`src/rtl/record_packer.sv`:
```
`default_nettype none
// +--------------------------------------------------------------------------+
// | Module      : record_packer                                              |
// | Description : Buffers 47-bit tagger records in a small FIFO and          |
// |               serializes each one into three 16-bit words on a           |
// |               valid/ready stream. Records that arrive while the FIFO     |
// |               is full are dropped; the next accepted record carries a    |
// |               loss flag in bit 15 of its first word.                     |
// | Options     : RECORD_PACKER_LOSS_COUNT_EN adds a saturating 16-bit       |
// |               dropped-record counter on port lost_count.                 |
// | Revision    : 1.0 - initial release                                      |
// +--------------------------------------------------------------------------+
module record_packer #(
  parameter int DEPTH_LOG2 = 4
) (
  input  logic                  clk,
  input  logic                  reset,
  input  logic                  record_rdy,
  input  logic [46:0]           record,
  output logic [15:0]           word,
  output logic                  word_valid,
  input  logic                  word_ready,
  output logic                  word_last,
  output logic [DEPTH_LOG2:0]   fifo_count,
  output logic                  overflow,
`ifdef RECORD_PACKER_LOSS_COUNT_EN
  output logic [15:0]           lost_count,
`endif
  input  logic                  clear_overflow
);

  localparam int unsigned           c_DEPTH_INT = 1 << DEPTH_LOG2;
  localparam logic [DEPTH_LOG2:0]   c_DEPTH     = c_DEPTH_INT[DEPTH_LOG2:0];
  localparam logic [DEPTH_LOG2-1:0] c_PTR_ONE   = DEPTH_LOG2'(1);
  localparam logic [DEPTH_LOG2:0]   c_CNT_ONE   = (DEPTH_LOG2 + 1)'(1);

  typedef enum logic [1:0] {
    ST_IDLE = 2'd0,
    ST_W0   = 2'd1,
    ST_W1   = 2'd2,
    ST_W2   = 2'd3
  } state_t;

  // FIFO storage: each entry is {loss, record}
  logic [47:0]           r_mem [c_DEPTH_INT];
  logic [DEPTH_LOG2-1:0] r_wr_ptr;
  logic [DEPTH_LOG2-1:0] r_rd_ptr;
  logic [DEPTH_LOG2:0]   r_count;
  logic                  r_pending_loss;
  logic                  r_overflow;

  // Serializer state; only the two lower words need to be kept once the
  // first word has been loaded into the output register.
  state_t                r_state;
  state_t                w_state_nxt;
  logic [31:0]           r_shift;
  logic [15:0]           r_word;
  logic                  r_word_last;

  logic                  w_full;
  logic                  w_empty;
  logic                  w_push;
  logic                  w_drop;
  logic                  w_pop;
  logic                  w_handshake;
  logic [47:0]           w_head;

  assign w_full      = (r_count == c_DEPTH);
  assign w_empty     = (r_count == '0);
  // Full means drop even if the serializer pops in the same cycle.
  assign w_push      = record_rdy && !w_full;
  assign w_drop      = record_rdy &&  w_full;
  assign w_handshake = (r_state != ST_IDLE) && word_ready;
  assign w_head      = r_mem[r_rd_ptr];

  // Pop the head when idle, or when the last word of a record is taken so
  // records follow each other without a bubble.
  assign w_pop = !w_empty &&
                 ((r_state == ST_IDLE) || ((r_state == ST_W2) && word_ready));

  // FIFO storage write; contents need no reset since pointers are cleared
  always_ff @(posedge clk) begin
    if (w_push) begin
      r_mem[r_wr_ptr] <= {r_pending_loss, record};
    end
  end

  // FIFO pointers and occupancy
  always_ff @(posedge clk or posedge reset) begin
    if (reset) begin
      r_wr_ptr <= '0;
      r_rd_ptr <= '0;
      r_count  <= '0;
    end else begin
      if (w_push) begin
        r_wr_ptr <= r_wr_ptr + c_PTR_ONE;
      end
      if (w_pop) begin
        r_rd_ptr <= r_rd_ptr + c_PTR_ONE;
      end
      case ({w_push, w_pop})
        2'b10:   r_count <= r_count + c_CNT_ONE;
        2'b01:   r_count <= r_count - c_CNT_ONE;
        default: r_count <= r_count;
      endcase
    end
  end

  // Loss tracking: a drop arms the flag, the next accepted push consumes it
  always_ff @(posedge clk or posedge reset) begin
    if (reset) begin
      r_pending_loss <= 1'b0;
    end else if (w_drop) begin
      r_pending_loss <= 1'b1;
    end else if (w_push) begin
      r_pending_loss <= 1'b0;
    end
  end

  // Sticky overflow; a drop in the same cycle beats the clear
  always_ff @(posedge clk or posedge reset) begin
    if (reset) begin
      r_overflow <= 1'b0;
    end else if (w_drop) begin
      r_overflow <= 1'b1;
    end else if (clear_overflow) begin
      r_overflow <= 1'b0;
    end
  end

`ifdef RECORD_PACKER_LOSS_COUNT_EN
  logic [15:0] r_lost_count;

  // Saturating dropped-record counter; a clear coinciding with a drop gives 1
  always_ff @(posedge clk or posedge reset) begin
    if (reset) begin
      r_lost_count <= 16'h0000;
    end else if (clear_overflow) begin
      r_lost_count <= w_drop ? 16'h0001 : 16'h0000;
    end else if (w_drop && (r_lost_count != 16'hFFFF)) begin
      r_lost_count <= r_lost_count + 16'h0001;
    end
  end

  assign lost_count = r_lost_count;
`endif

  // Serializer state register
  always_ff @(posedge clk or posedge reset) begin
    if (reset) begin
      r_state <= ST_IDLE;
    end else begin
      r_state <= w_state_nxt;
    end
  end

  // Serializer next-state logic
  always_comb begin
    w_state_nxt = r_state;
    case (r_state)
      ST_IDLE: if (w_pop) w_state_nxt = ST_W0;
      ST_W0:   if (word_ready) w_state_nxt = ST_W1;
      ST_W1:   if (word_ready) w_state_nxt = ST_W2;
      ST_W2: begin
        if (word_ready) begin
          w_state_nxt = w_pop ? ST_W0 : ST_IDLE;
        end
      end
      default: w_state_nxt = ST_IDLE;
    endcase
  end

  // Output word register: loaded on pop, advanced only on a handshake so
  // the word stays stable under backpressure
  always_ff @(posedge clk or posedge reset) begin
    if (reset) begin
      r_word      <= 16'h0000;
      r_word_last <= 1'b0;
      r_shift     <= 32'h0000_0000;
    end else if (w_pop) begin
      r_word      <= w_head[47:32];
      r_word_last <= 1'b0;
      r_shift     <= w_head[31:0];
    end else if (w_handshake) begin
      case (r_state)
        ST_W0: begin
          r_word      <= r_shift[31:16];
          r_word_last <= 1'b0;
        end
        ST_W1: begin
          r_word      <= r_shift[15:0];
          r_word_last <= 1'b1;
        end
        default: begin
          r_word_last <= 1'b0;
        end
      endcase
    end
  end

  assign word       = r_word;
  assign word_last  = r_word_last;
  assign word_valid = (r_state != ST_IDLE);
  assign fifo_count = r_count;
  assign overflow   = r_overflow;

endmodule
`default_nettype wire

```
`config.mk`:
```
export PLATFORM = sky130hd
export DESIGN_NAME = record_packer
export DESIGN_NICKNAME = d
export VERILOG_FILES = /design/src/rtl/record_packer.sv
export SDC_FILE = /design/constraint.sdc
export NUM_CORES = 1
export LEC_CHECK = 0
export ABC_AREA = 1
export CAP_MARGIN = 10
export CORE_ASPECT_RATIO = 0.6
export CORE_MARGIN = 10
export CORE_UTILIZATION = 47
export CTS_BUF_LIST = sky130_fd_sc_hd__clkbuf_4 sky130_fd_sc_hd__clkbuf_8 sky130_fd_sc_hd__clkbuf_16
export DETAILED_ROUTE_END_ITERATION = 8
export PLACE_DENSITY_LB_ADDON = 0.1
export SETUP_SLACK_MARGIN = 0.5
export SYNTH_ARGS = -nofsm -noshare
export SYNTH_HDL_FRONTEND = slang
export SYNTH_SLANG_ARGS = --single-unit
export TNS_END_PERCENT = 30
```
`constraint.sdc`:
```
create_clock -name clk -period 5.11 [get_ports clk]
set_clock_uncertainty 0.1 [all_clocks]
set_input_delay 1.022 -clock clk [delete_from_list [all_inputs] [get_ports clk]]
set_output_delay 1.022 -clock clk [all_outputs]
set_load 0.02 [all_outputs]
```
==> qor.yml <==
cts:
  postCtsResizedCells: 0
  post_cts_buffers: 0
  cts.htree.levels: 3
  cts-root-to-sink-buffers: 3
  clock_pin_slew_worst_setup_and_hold_paths_ns: 0.06
  clock_sink_count: 834
  post_cts_hold_buffers: 0
  cts_made_buffers: 79
  tritoncts: "built"
  clock_latency_ns: 0.64
  clock_tree.root_cell: "sky130_fd_sc_hd__clkbuf_16"
finish:
  finish.instance_area_sq_mm: 0.0385
  layout-area-overhead-vs-synth_pct: 12.5
  num-nets-final: 3034
  layout.cells.most_common: "sky130_fd_sc_hd__edfxtp_1"
  drive_above_1_share: 0.0686
  mostFrequentLayoutCells: "768 x sky130_fd_sc_hd__edfxtp_1, 727 x sky130_fd_sc_hd__nand2_1, 331 x sky130_fd_sc_hd__nand3_1"
  fillerInstances: 6152
synthesis:
  syn-num-nets: 3003
  netlist_area_sq_mm: 0.0342
  synth_top_cell_area_share: 0.674
  synth_largest_area_cell: "sky130_fd_sc_hd__edfxtp_1"
  ys_top_cells_by_area: "sky130_fd_sc_hd__edfxtp_1 67%, sky130_fd_sc_hd__nand2_1 8.0%, sky130_fd_sc_hd__nand3_1 4.8%"
  synth_sequential_area_ratio: 0.722
  gate_count_of_the_mapped_netlist: 2937
  flops_latches_synth: 834
  synthesis.area_per_instance_sq_um: 11.7
  netlist-cell-type-count: 31
  synth-warning-count: 0
global_routing:
  grt.total_usage: 0.223
  grt_antenna_before_repair: 1
  globalRouteOverflowTotal: 0
  grt_start_max_net_pins: 214
  first_global_vias: 21100
  global_route_wire_length_before_repair_um: 142000
detailed_routing:
  route.detailed.wl_per_inst_um: 24.0
  first_pass_iters: 5
  detailedRoute.firstIterationViolations: 2920
  drtAntennaViolNets: 0
  drt-total-wl_um: 96200
  vias: 22300
  drc_errors: 0
  post_drt_via_cell_ratio: 5.57
critical_path:
  worst_setup_path_type: "in -> reg"
  worstSetupEndpointType: "flop"
  critPathArrivalTime_ns: 3.47
  crit_required_ns: 5.32
  worstSetupStartpointType: "input pin"
  ff2ff_setup_slack_ns: 1.94
  crit_fanout: 18
status:
  run_status: "finished clean"
power:
  power_uw: 23100
  cellLeakagePower_uw: 0.0142
  power.density_mw_per_mm2: 600
  power.ir.vdd_worst_v: 0.000413
die:
  floorplan.initialDensity: 0.475
  core_sq_mm: 0.0720
  io_pins: 76
  fp.dieArea_sq_mm: 0.0844
  die_w_um: 368
  fp.dieH_um: 229
  core.rowCount: 76
sta:
  final-max-slew-violation-count: 0
  timing.final.hold_violations: 0
  timing.final.setup_violations: 0
  worstMarginPinSlew_ns: 1.09
  timing.setup.tns_ns: 0
  max_slew_headroom_at_the_worst_pin: 0.274
  post-route-min-period_ns: 3.26
  rsz0062_at_grt: "false"
  max_clock_freq_mhz: 306
  hold-worst-slack_ns: 0.386
  layout_worst_path_cycle_share: 0.639
flow_run:
  drv.max_cap_violation_count: 0
place:
  placed_cell_area_sq_mm: 0.0360
  gp_routability_congestion: 0.839
  detailed_place_hpwl_um: 55300
  io_port_bufs: 75
min_path:
  hold_path.class: "reg -> reg"
critical path: stages:
cell and delay (ns):
sky130_fd_sc_hd__clkdlybuf4s50_1 0.52, sky130_fd_sc_hd__nand2_1 0.26, sky130_fd_sc_hd__inv_1 0.25, sky130_fd_sc_hd__nand2_1 0.26
sky130_fd_sc_hd__nor2_4 0.78, sky130_fd_sc_hd__buf_4 0.37
metal layers:
layer,up-vias,GRT usage,part of all wire
met4,0,0.0463,0.016
met5,-,0,0
met1,11000,0.351,0.48
li1,10200,-,-
met2,938,0.308,0.41
met3,122,0.0554,0.093
power by group:
| part | switching [uW] | internal, uW | leakage (uW) | total (uW) |
|---|---|---|---|---|
| Combinational | 6010 | 2260 | 0.00523 | 8270 |
| Sequential | 625 | 8400 | 0.00772 | 9030 |
| Clock | 2520 | 3280 | 0.00127 | 5800 |
cell usage after synthesis:
| library cell | number |
|---|---|
| sky130_fd_sc_hd__buf_4 | 18 |
| sky130_fd_sc_hd__a21boi_0 | 1 |
| sky130_fd_sc_hd__nor3_1 | 1 |
| sky130_fd_sc_hd__and3_1 | 1 |
| sky130_fd_sc_hd__o21ai_0 | 101 |
| sky130_fd_sc_hd__nand3_1 | 331 |
| sky130_fd_sc_hd__inv_1 | 193 |
| sky130_fd_sc_hd__xor2_1 | 9 |
| sky130_fd_sc_hd__o21ai_1 | 53 |
| sky130_fd_sc_hd__buf_2 | 81 |
| sky130_fd_sc_hd__o31ai_1 | 17 |
| sky130_fd_sc_hd__nand3_2 | 1 |
| sky130_fd_sc_hd__inv_2 | 3 |
| sky130_fd_sc_hd__xnor2_1 | 1 |
| sky130_fd_sc_hd__a21oi_1 | 153 |
| sky130_fd_sc_hd__o21ai_2 | 1 |
| sky130_fd_sc_hd__edfxtp_1 | 768 |
| sky130_fd_sc_hd__nand2_1 | 728 |
| sky130_fd_sc_hd__buf_6 | 16 |
| sky130_fd_sc_hd__dfrtp_1 | 66 |
| sky130_fd_sc_hd__buf_1 | 14 |
| sky130_fd_sc_hd__ha_1 | 14 |
| sky130_fd_sc_hd__buf_8 | 1 |
| sky130_fd_sc_hd__a31oi_1 | 2 |
| sky130_fd_sc_hd__nor2_1 | 252 |
| sky130_fd_sc_hd__nand4_1 | 1 |
| sky130_fd_sc_hd__clkinv_1 | 1 |
| sky130_fd_sc_hd__clkbuf_1 | 44 |
| sky130_fd_sc_hd__mux2i_1 | 4 |
| sky130_fd_sc_hd__o21bai_1 | 2 |
| sky130_fd_sc_hd__o211ai_1 | 59 |
stage by stage:
step,utilization,std cells,setup WS [ns]
3_5_place_dp,0.500,3862,1.22
2_1_floorplan,-,2937,1.13
3_3_place_gp,0.500,3862,1.29
5_1_grt,0.535,4006,1.74
4_1_cts,0.535,4006,1.84
6_report,0.535,4007,1.85
path summary, 6_finish.rpt:
check                                        startpoint                        end  cells past startpoint
worst max-delay path                         record_rdy     r_mem[4][43]$_DFFE_PP_                      6
worst min register to register  r_shift[25]$_DFFE_PP0N_    r_shift[25]$_DFFE_PP0N_                      2
max in group asynchronous                         reset        word[6]$_DFFE_PP0P_                      3
worst min-delay path            r_shift[25]$_DFFE_PP0N_    r_shift[25]$_DFFE_PP0N_                      2
min in group asynchronous                         reset  fifo_count[1]$_DFFE_PP0P_                      2
worst max register to register  r_rd_ptr[1]$_DFFE_PP0N_     r_shift[3]$_DFFE_PP0N_                      5
cell families after synthesis:
logic type	after synthesis	share of synthesized area
and+or+nand+nor	1315	0.157
DFF	834	0.722
buffers and inverters	371	0.0495
xor gates and xnor gates	10	0.00256
adders and majority gates	14	0.00512
AOI/OAI and AO/OA	389	0.0628
muxes	4	0.00117
flip-flops by register name (all words and copies together) (netlist names):
signal and cells:
fifo_count 5, overflow 1, r_mem 768, r_pending_loss 1
r_rd_ptr 4, r_shift 32, r_state 2, r_wr_ptr 4
word 16, word_last 1
area by class of cell:
class | count | area, sq um | area share
Sequential cell | 834 | 24700 | 0.642
Multi-Input combinational cell | 1732 | 7940 | 0.206
Clock buffer | 112 | 2280 | 0.0593
Timing Repair Buffer | 124 | 1320 | 0.0343
Tap cell | 975 | 1220 | 0.0317
Inverter | 197 | 753 | 0.0196
Clock inverter | 32 | 241 | 0.00627
Antenna cell | 1 | 2.50 | 0.0000650
Note: power is estimated with default switching activity, not from simulation.
